**src/rtl/mem_access_controller.sv**
```systemverilog
// -----------------------------------------------------------------------------
// mem_access_controller
//
// Memory-stage access sequencer between the processor datapath and RAM1.
// A request is sampled only in IDLE, where address, data and direction are
// latched. The access then runs in ACCESS until the RAM raises MFC or the wait
// counter expires, and completes with a one-cycle Ack in DONE.
//
// Ports
//   Clock                rising-edge clock for all state
//   Reset                synchronous active-high reset
//   Req                  access request (level), sampled only in IDLE
//   Req_Write            1 = write, 0 = read
//   Req_Address          word address from MuxMA
//   Req_Data             write data from RM
//   Err_Clear            clears the sticky Timeout_Err flag
//   RAM1_Data_Out        RAM read data
//   RAM1_MFC             RAM memory-function-complete
//   RAM1_Address         RAM word address (latched)
//   RAM1_Data_In         RAM write data (latched)
//   RAM1_Read_H_Write_L  1 = read, 0 = write; forced to 1 outside ACCESS
//   RAM1_Strobe          high for the whole ACCESS phase
//   Stall                holds the stage sequencer during ACCESS
//   Ack                  one-cycle completion pulse (DONE)
//   Rd_Data              captured read data, feeds MuxY
//   Timeout_Err          sticky timeout flag, feeds the CCR
//   Access_Count         number of completed accesses, wraps at 16 bits
// -----------------------------------------------------------------------------
module mem_access_controller #(
    parameter int DATA_WIDTH     = 32,
    parameter int TIMEOUT_CYCLES = 15
) (
    input  logic                  Clock,
    input  logic                  Reset,
    input  logic                  Req,
    input  logic                  Req_Write,
    input  logic [DATA_WIDTH-1:0] Req_Address,
    input  logic [DATA_WIDTH-1:0] Req_Data,
    input  logic                  Err_Clear,
    input  logic [DATA_WIDTH-1:0] RAM1_Data_Out,
    input  logic                  RAM1_MFC,
    output logic [DATA_WIDTH-1:0] RAM1_Address,
    output logic [DATA_WIDTH-1:0] RAM1_Data_In,
    output logic                  RAM1_Read_H_Write_L,
    output logic                  RAM1_Strobe,
    output logic                  Stall,
    output logic                  Ack,
    output logic [DATA_WIDTH-1:0] Rd_Data,
    output logic                  Timeout_Err,
    output logic [15:0]           Access_Count
);

    typedef enum logic [1:0] {
        IDLE   = 2'd0,
        ACCESS = 2'd1,
        DONE   = 2'd2
    } state_t;

    // Last wait-counter value before the access is abandoned.
    localparam logic [7:0] TIMEOUT_LAST = 8'(TIMEOUT_CYCLES - 1);

    state_t                state;
    state_t                next_state;
    logic                  wr_q;
    logic [DATA_WIDTH-1:0] addr_q;
    logic [DATA_WIDTH-1:0] data_q;
    logic [7:0]            wait_cnt;
    logic [DATA_WIDTH-1:0] rd_data_q;
    logic                  timeout_err_q;
    logic [15:0]           count_q;

    logic                  start;
    logic                  mfc_done;
    logic                  timeout_hit;

    // MFC wins over an expiring counter in the same cycle.
    assign start       = (state == IDLE) && Req;
    assign mfc_done    = (state == ACCESS) && RAM1_MFC;
    assign timeout_hit = (state == ACCESS) && !RAM1_MFC && (wait_cnt == TIMEOUT_LAST);

    // State register
    always_ff @(posedge Clock) begin
        if (Reset) begin
            state <= IDLE;
        end else begin
            state <= next_state;
        end
    end

    // Next-state and outputs
    always_comb begin
        next_state          = state;
        RAM1_Strobe         = 1'b0;
        Stall               = 1'b0;
        RAM1_Read_H_Write_L = 1'b1;
        Ack                 = 1'b0;
        case (state)
            IDLE: begin
                if (Req) begin
                    next_state = ACCESS;
                end
            end
            ACCESS: begin
                RAM1_Strobe         = 1'b1;
                Stall               = 1'b1;
                RAM1_Read_H_Write_L = ~wr_q;
                if (mfc_done || timeout_hit) begin
                    next_state = DONE;
                end
            end
            DONE: begin
                Ack        = 1'b1;
                next_state = IDLE;
            end
            default: begin
                next_state = IDLE;
            end
        endcase
    end

    // Request latches, wait counter, read capture and completion counter
    always_ff @(posedge Clock) begin
        if (Reset) begin
            wr_q      <= 1'b0;
            addr_q    <= '0;
            data_q    <= '0;
            wait_cnt  <= '0;
            rd_data_q <= '0;
            count_q   <= '0;
        end else begin
            if (start) begin
                wr_q     <= Req_Write;
                addr_q   <= Req_Address;
                data_q   <= Req_Data;
                wait_cnt <= '0;
            end
            if ((state == ACCESS) && !RAM1_MFC) begin
                wait_cnt <= wait_cnt + 8'd1;
            end
            if (mfc_done && !wr_q) begin
                rd_data_q <= RAM1_Data_Out;
            end else if (timeout_hit && !wr_q) begin
                rd_data_q <= '0;
            end
            if (state == DONE) begin
                count_q <= count_q + 16'd1;
            end
        end
    end

    // Sticky error: a new timeout beats a simultaneous clear.
    always_ff @(posedge Clock) begin
        if (Reset) begin
            timeout_err_q <= 1'b0;
        end else if (timeout_hit) begin
            timeout_err_q <= 1'b1;
        end else if (Err_Clear) begin
            timeout_err_q <= 1'b0;
        end
    end

    assign RAM1_Address = addr_q;
    assign RAM1_Data_In = data_q;
    assign Rd_Data      = rd_data_q;
    assign Timeout_Err  = timeout_err_q;
    assign Access_Count = count_q;

endmodule

```
**config.mk**
```make
export PLATFORM = sky130hd
export DESIGN_NAME = mem_access_controller
export DESIGN_NICKNAME = d
export VERILOG_FILES = /design/src/rtl/mem_access_controller.sv
export SDC_FILE = /design/constraint.sdc
export NUM_CORES = 1
export LEC_CHECK = 0
export ABC_AREA = 1
export BUFFER_PORTS_ARGS = -buffer_cell sky130_fd_sc_hd__buf_2
export CORE_MARGIN = 2
export CORE_UTILIZATION = 42
export CTS_CLUSTER_SIZE = 10
export DETAILED_ROUTE_END_ITERATION = 10
export PLACE_DENSITY = 0.84
export SLEW_MARGIN = 30
export SYNTH_ARGS = -nofsm -noshare
export SYNTH_HDL_FRONTEND = slang
export SYNTH_SLANG_ARGS = --single-unit
```
**constraint.sdc**
```tcl
create_clock -name Clock -period 1.5 [get_ports Clock]
set_clock_uncertainty 0.2 [all_clocks]
set_input_delay 0.3 -clock Clock [delete_from_list [all_inputs] [get_ports Clock]]
set_output_delay 0.3 -clock Clock [all_outputs]
set_load 0.05 [all_outputs]
```
==> flow_summary.ini, run 1 <==
[outcome]
status = did not finish
haltStage = 5_1_grt
firstError = [ERROR DPL-0038] Utilization greater than 100%, impossible to legalize

[global_route]
grt_max_degree = 60

[place]
gp_congestion = 0.784
portBuffers = 218
dp_hpwl_mm = 8.73
post_dp_cell_area_um2 = 6140

[logic_synthesis]
synth_seq_cells = 124
ys_types = 22
synthCells = 635
syn_area_um2 = 4720
syn_avg_cell_area_um2 = 7.44
yosysSeqAreaShare = 0.525
synth_warnings = 0
synth_nets = 740

[floorplanning]
die_h_um = 110
row_count = 38
initial_core_util = 0.434
pin_count = 219
die_w_um = 110

[clock_tree]
cts_buffers = 17
clockBufferDepth = 2
root_buffer = clkbuf_8
ctsHtreeMaxLevel = 4
clock-sinks = 124

[timing]
postGrtWorstEndpoint = RAM1_Read_H_Write_L
timing.worst_endpoint.kind = top-level output
-- synth_stat cells --
cell | instances | area, µm²
nor3b_1 | 3 | 22.5
buf_1 | 1 | 3.75
inv_2 | 1 | 3.75
buf_4 | 1 | 7.51
or2_2 | 1 | 6.26
dfxtp_1 | 124 | 2480
nor2_2 | 2 | 12.5
nor3_2 | 1 | 10.0
o21a_1 | 1 | 7.51
nand3_2 | 2 | 20.0
buf_2 | 16 | 80.1
nand2_1 | 84 | 315
ha_1 | 3 | 37.5
inv_1 | 31 | 116
nand4_1 | 2 | 12.5
o21ai_0 | 77 | 385
nand3_1 | 45 | 225
clkbuf_1 | 20 | 75.1
nor3_1 | 5 | 25.0
nor2_4 | 1 | 11.3
a21oi_1 | 49 | 245
nor2_1 | 165 | 619
-- stage by stage --
| stage | worst slack [ns] | setup TNS (ns) | hold WS [ns] | cells |
|---|---|---|---|---|
| after floorplan | -0.0983 | -0.458 | 0.247 | 635 |
| after global placement | 0.0354 | 0 | 0.255 | 974 |
| after detailed placement | 0.000810 | 0 | 0.266 | 974 |
| after CTS | -0.320 | -6.79 | 0.0150 | 1124 |
-- what timing repair did --
item | CTS
resized for setup | 426
cloned | 2
pin swaps | 1
hold buffers | 98
setup buffers | 18
endpoints found under the hold margin | 98
endpoints found under the setup margin | 119
-- cell families after synthesis --
family	share of synthesized area
AO/OA/AOI/OAI	0.135
adder cells (fa/ha/maj)	0.00795
buffers and inverters	0.0606
flip-flops	0.525
AND/OR/NAND/NOR	0.271
==> run 2: changes to the inputs <==
--- a/config.mk
+++ b/config.mk
@@ -8,10 +8,9 @@
 export ABC_AREA = 1
 export BUFFER_PORTS_ARGS = -buffer_cell sky130_fd_sc_hd__buf_2
 export CORE_MARGIN = 2
-export CORE_UTILIZATION = 42
-export CTS_CLUSTER_SIZE = 10
+export CORE_UTILIZATION = 40
 export DETAILED_ROUTE_END_ITERATION = 10
-export PLACE_DENSITY = 0.84
+export PLACE_DENSITY_LB_ADDON = 0.15
 export SLEW_MARGIN = 30
 export SYNTH_ARGS = -nofsm -noshare
 export SYNTH_HDL_FRONTEND = slang
==> constraint.sdc (replaced) <==
create_clock -name Clock -period 2 [get_ports Clock]
set_clock_uncertainty 0.2 [all_clocks]
set_input_delay 0.4 -clock Clock [delete_from_list [all_inputs] [get_ports Clock]]
set_output_delay 0.4 -clock Clock [all_outputs]
set_load 0.05 [all_outputs]
==> flow_summary.ini, run 2 <==
[clock_tree]
ctsHtreeMaxLevel = 4
clock-sinks = 124
clk_pin_slew_ns = 0.05
root_buffer = clkbuf_16
clockBufferDepth = 2
cts_setup_buffers = 0
cts_tree = done
worstSkewPairLatency_ns = 0.40
cts_buffers = 17

[floorplanning]
initial_core_util = 0.412
die_w_um = 113
row_count = 39
design.die.area_um2 = 12700
pin_count = 219
die_h_um = 113
core-area_um2 = 11500

[logic_synthesis]
synthCells = 635
synth_fa_ha_area_frac = 0.00794
syn_avg_cell_area_um2 = 7.44
synth_edf_count = 0
synth-compound-area-share = 0.135
synth_ff_type = dfxtp_1
ys_types = 22
async_flop_share = 0
muxShareOfSynthArea = 0
synth_top_cell_by_area = dfxtp_1
yosysSeqAreaShare = 0.525
synth_top_family_by_area = simple AND/OR/NAND/NOR gates
synth_warnings = 0
netlist_top_cells_area = dfxtp_1 (53%), nor2_1 (13%), o21ai_0 (8.2%)
synth_seq_cells = 124
synth.most_common_cell = nor2_1
synth-simple-area-share = 0.271
synth_xor_area_frac = 0
synth_common_cells = nor2_1 (165), dfxtp_1 (124), nand2_1 (84)
syn_area_um2 = 4720
synth_nets = 740
synth_top_area_share = 0.525

[cells_and_area]
fin_nets = 951
final_common_cell = buf_2
fillers = 1099
final_area_um2 = 6530
area_growth_pct = 38.3
final_cell_mix = buf_2 (216), nor2_1 (165), dfxtp_1 (124), nand2_1 (83), o21ai_0 (77)
drive_above_1_share = 0.313
diodes = 0

[setup_path]
crit_slowest_cell = dfxtp_1
worstPathMaxFanout = 4
path_cells = nand2_2 > inv_1 > buf_2
rr_worst_depth = 5
crit_required_ns = 1.40
critPathMaxStageDelay_ns = 0.39
arrival_ns = 1.33
worstSetupPathType = reg -> out
crit_path_start_kind = flop
worstSetupEndpointType = output pin

[detailed_routing]
vias = 4796
vias_per_cell = 4.79
detail_route.iter0.violations = 308
firstDrtPassIters = 4
route.detailed.drc = 0
wirelength_mm = 12.6
ant_nets = 0
wire_per_inst_um = 12.6

[timing]
timing.final.crit_share = 0.964
slew_headroom = 0.659
timing.fmax_mhz = 519
drv_slew = 0
rsz0062_at_grt = no
hold_violations = 0
worst_pin_slew_ns = 0.512
fin_tns_setup_ns = 0
setup-violations-final = 0
post-route-min-period_ns = 1.93

[place]
dp_hpwl_mm = 8.96
portBuffers = 218
post_dp_cell_area_um2 = 5960
gp_congestion = 0.792

[power_and_ir_drop]
p_leak_nw = 3.06
ir_worst_vdd_mv = 0.629
power.density_nw_per_um2 = 1030

[global_route]
antenna_found_initial = 0
grt_usage = 0.195
grt_max_degree = 65
grt_pass1_wl_mm = 20.2
grt_pass1_vias = 4505
gr-total-overflow = 0

[hold_path]
hold_path_depth = 3
hold_path.class = in -> reg

[outcome]
status = completed

[run]
maxCapViolCount = 0
==> run 2: where the power goes <==
part           switching, mW  leakage [nW]  internal, mW
sequential            0.0762          1.02          2.63
combinational          0.871          1.77         0.303
clock                   1.02         0.277          1.83
total                   1.96          3.06          4.76
==> run 2: layout make-up <==
class                      instances  area (µm²)  share of cell area
sequential                       124        2480               0.380
inverter                          32         120              0.0184
clock buffer                      25         495              0.0758
tap                              143         179              0.0274
multi-input combinational        441        1970               0.301
clock inverter                     7        62.6             0.00958
timing repair buffer             230        1220               0.187
==> run 2: worst max-delay path: cells and delay by family, from the launching register on <==
kind / cells / cell delay, ns
and+or+nand+nor: 1 / 0.12
buffers and inverters: 2 / 0.41
DFF: 1 / 0.39
==> run 2: what timing repair did <==
action | in CTS | in global routing
resized for setup | 2 | 2
hold endpoints to repair | 0 | 0
endpoints found under the setup margin | 2 | 4
hold buffers | 0 | 0
==> run 2: final timing paths <==
kind	slack [ns]	to	start
max	0.07	RAM1_Strobe	state[0]$_SDFFE_PP0P_
min	0.05	Rd_Data[25]$_SDFFE_PP0P_	RAM1_Data_Out[25]
max reg2reg	0.32	RAM1_Data_In[28]$_SDFFE_PP0P_	state[0]$_SDFFE_PP0P_
min reg2reg	0.27	Timeout_Err$_SDFFE_PP0P_	Timeout_Err$_SDFFE_PP0P_
==> run 2: per-stage QoR <==
| step | hold WS [ns] | total power, mW | utilization | worst slack [ns] | cells |
|---|---|---|---|---|---|
| floorplan | 0.259 | 3.59 | - | 0.133 | 635 |
| finish | 0.0476 | 6.72 | 0.570 | 0.0726 | 1002 |
| detailed placement | 0.262 | 3.93 | 0.520 | 0.293 | 970 |
| CTS | 0.0263 | 6.80 | 0.569 | 0.0156 | 1002 |
| global route | 0.0454 | 7.00 | 0.570 | 0.00794 | 1002 |
| global placement | 0.257 | 3.91 | 0.520 | 0.320 | 970 |
==> run 2: kinds of logic after synthesis <==
family | Yosys count
compound gates | 127
flops | 124
simple gates | 311
buf+inv | 70
fa+ha+maj | 3
==> run 2: layer usage <==
layer  vias up  GRT usage  part of all wire
met5         -          0                 0
met4         0     0.0724             0.017
met3        21     0.0562             0.061
met2       151      0.335              0.49
met1      2150      0.232              0.44
li1       2474          -                 -
Note: power is estimated with default switching activity, not from simulation.
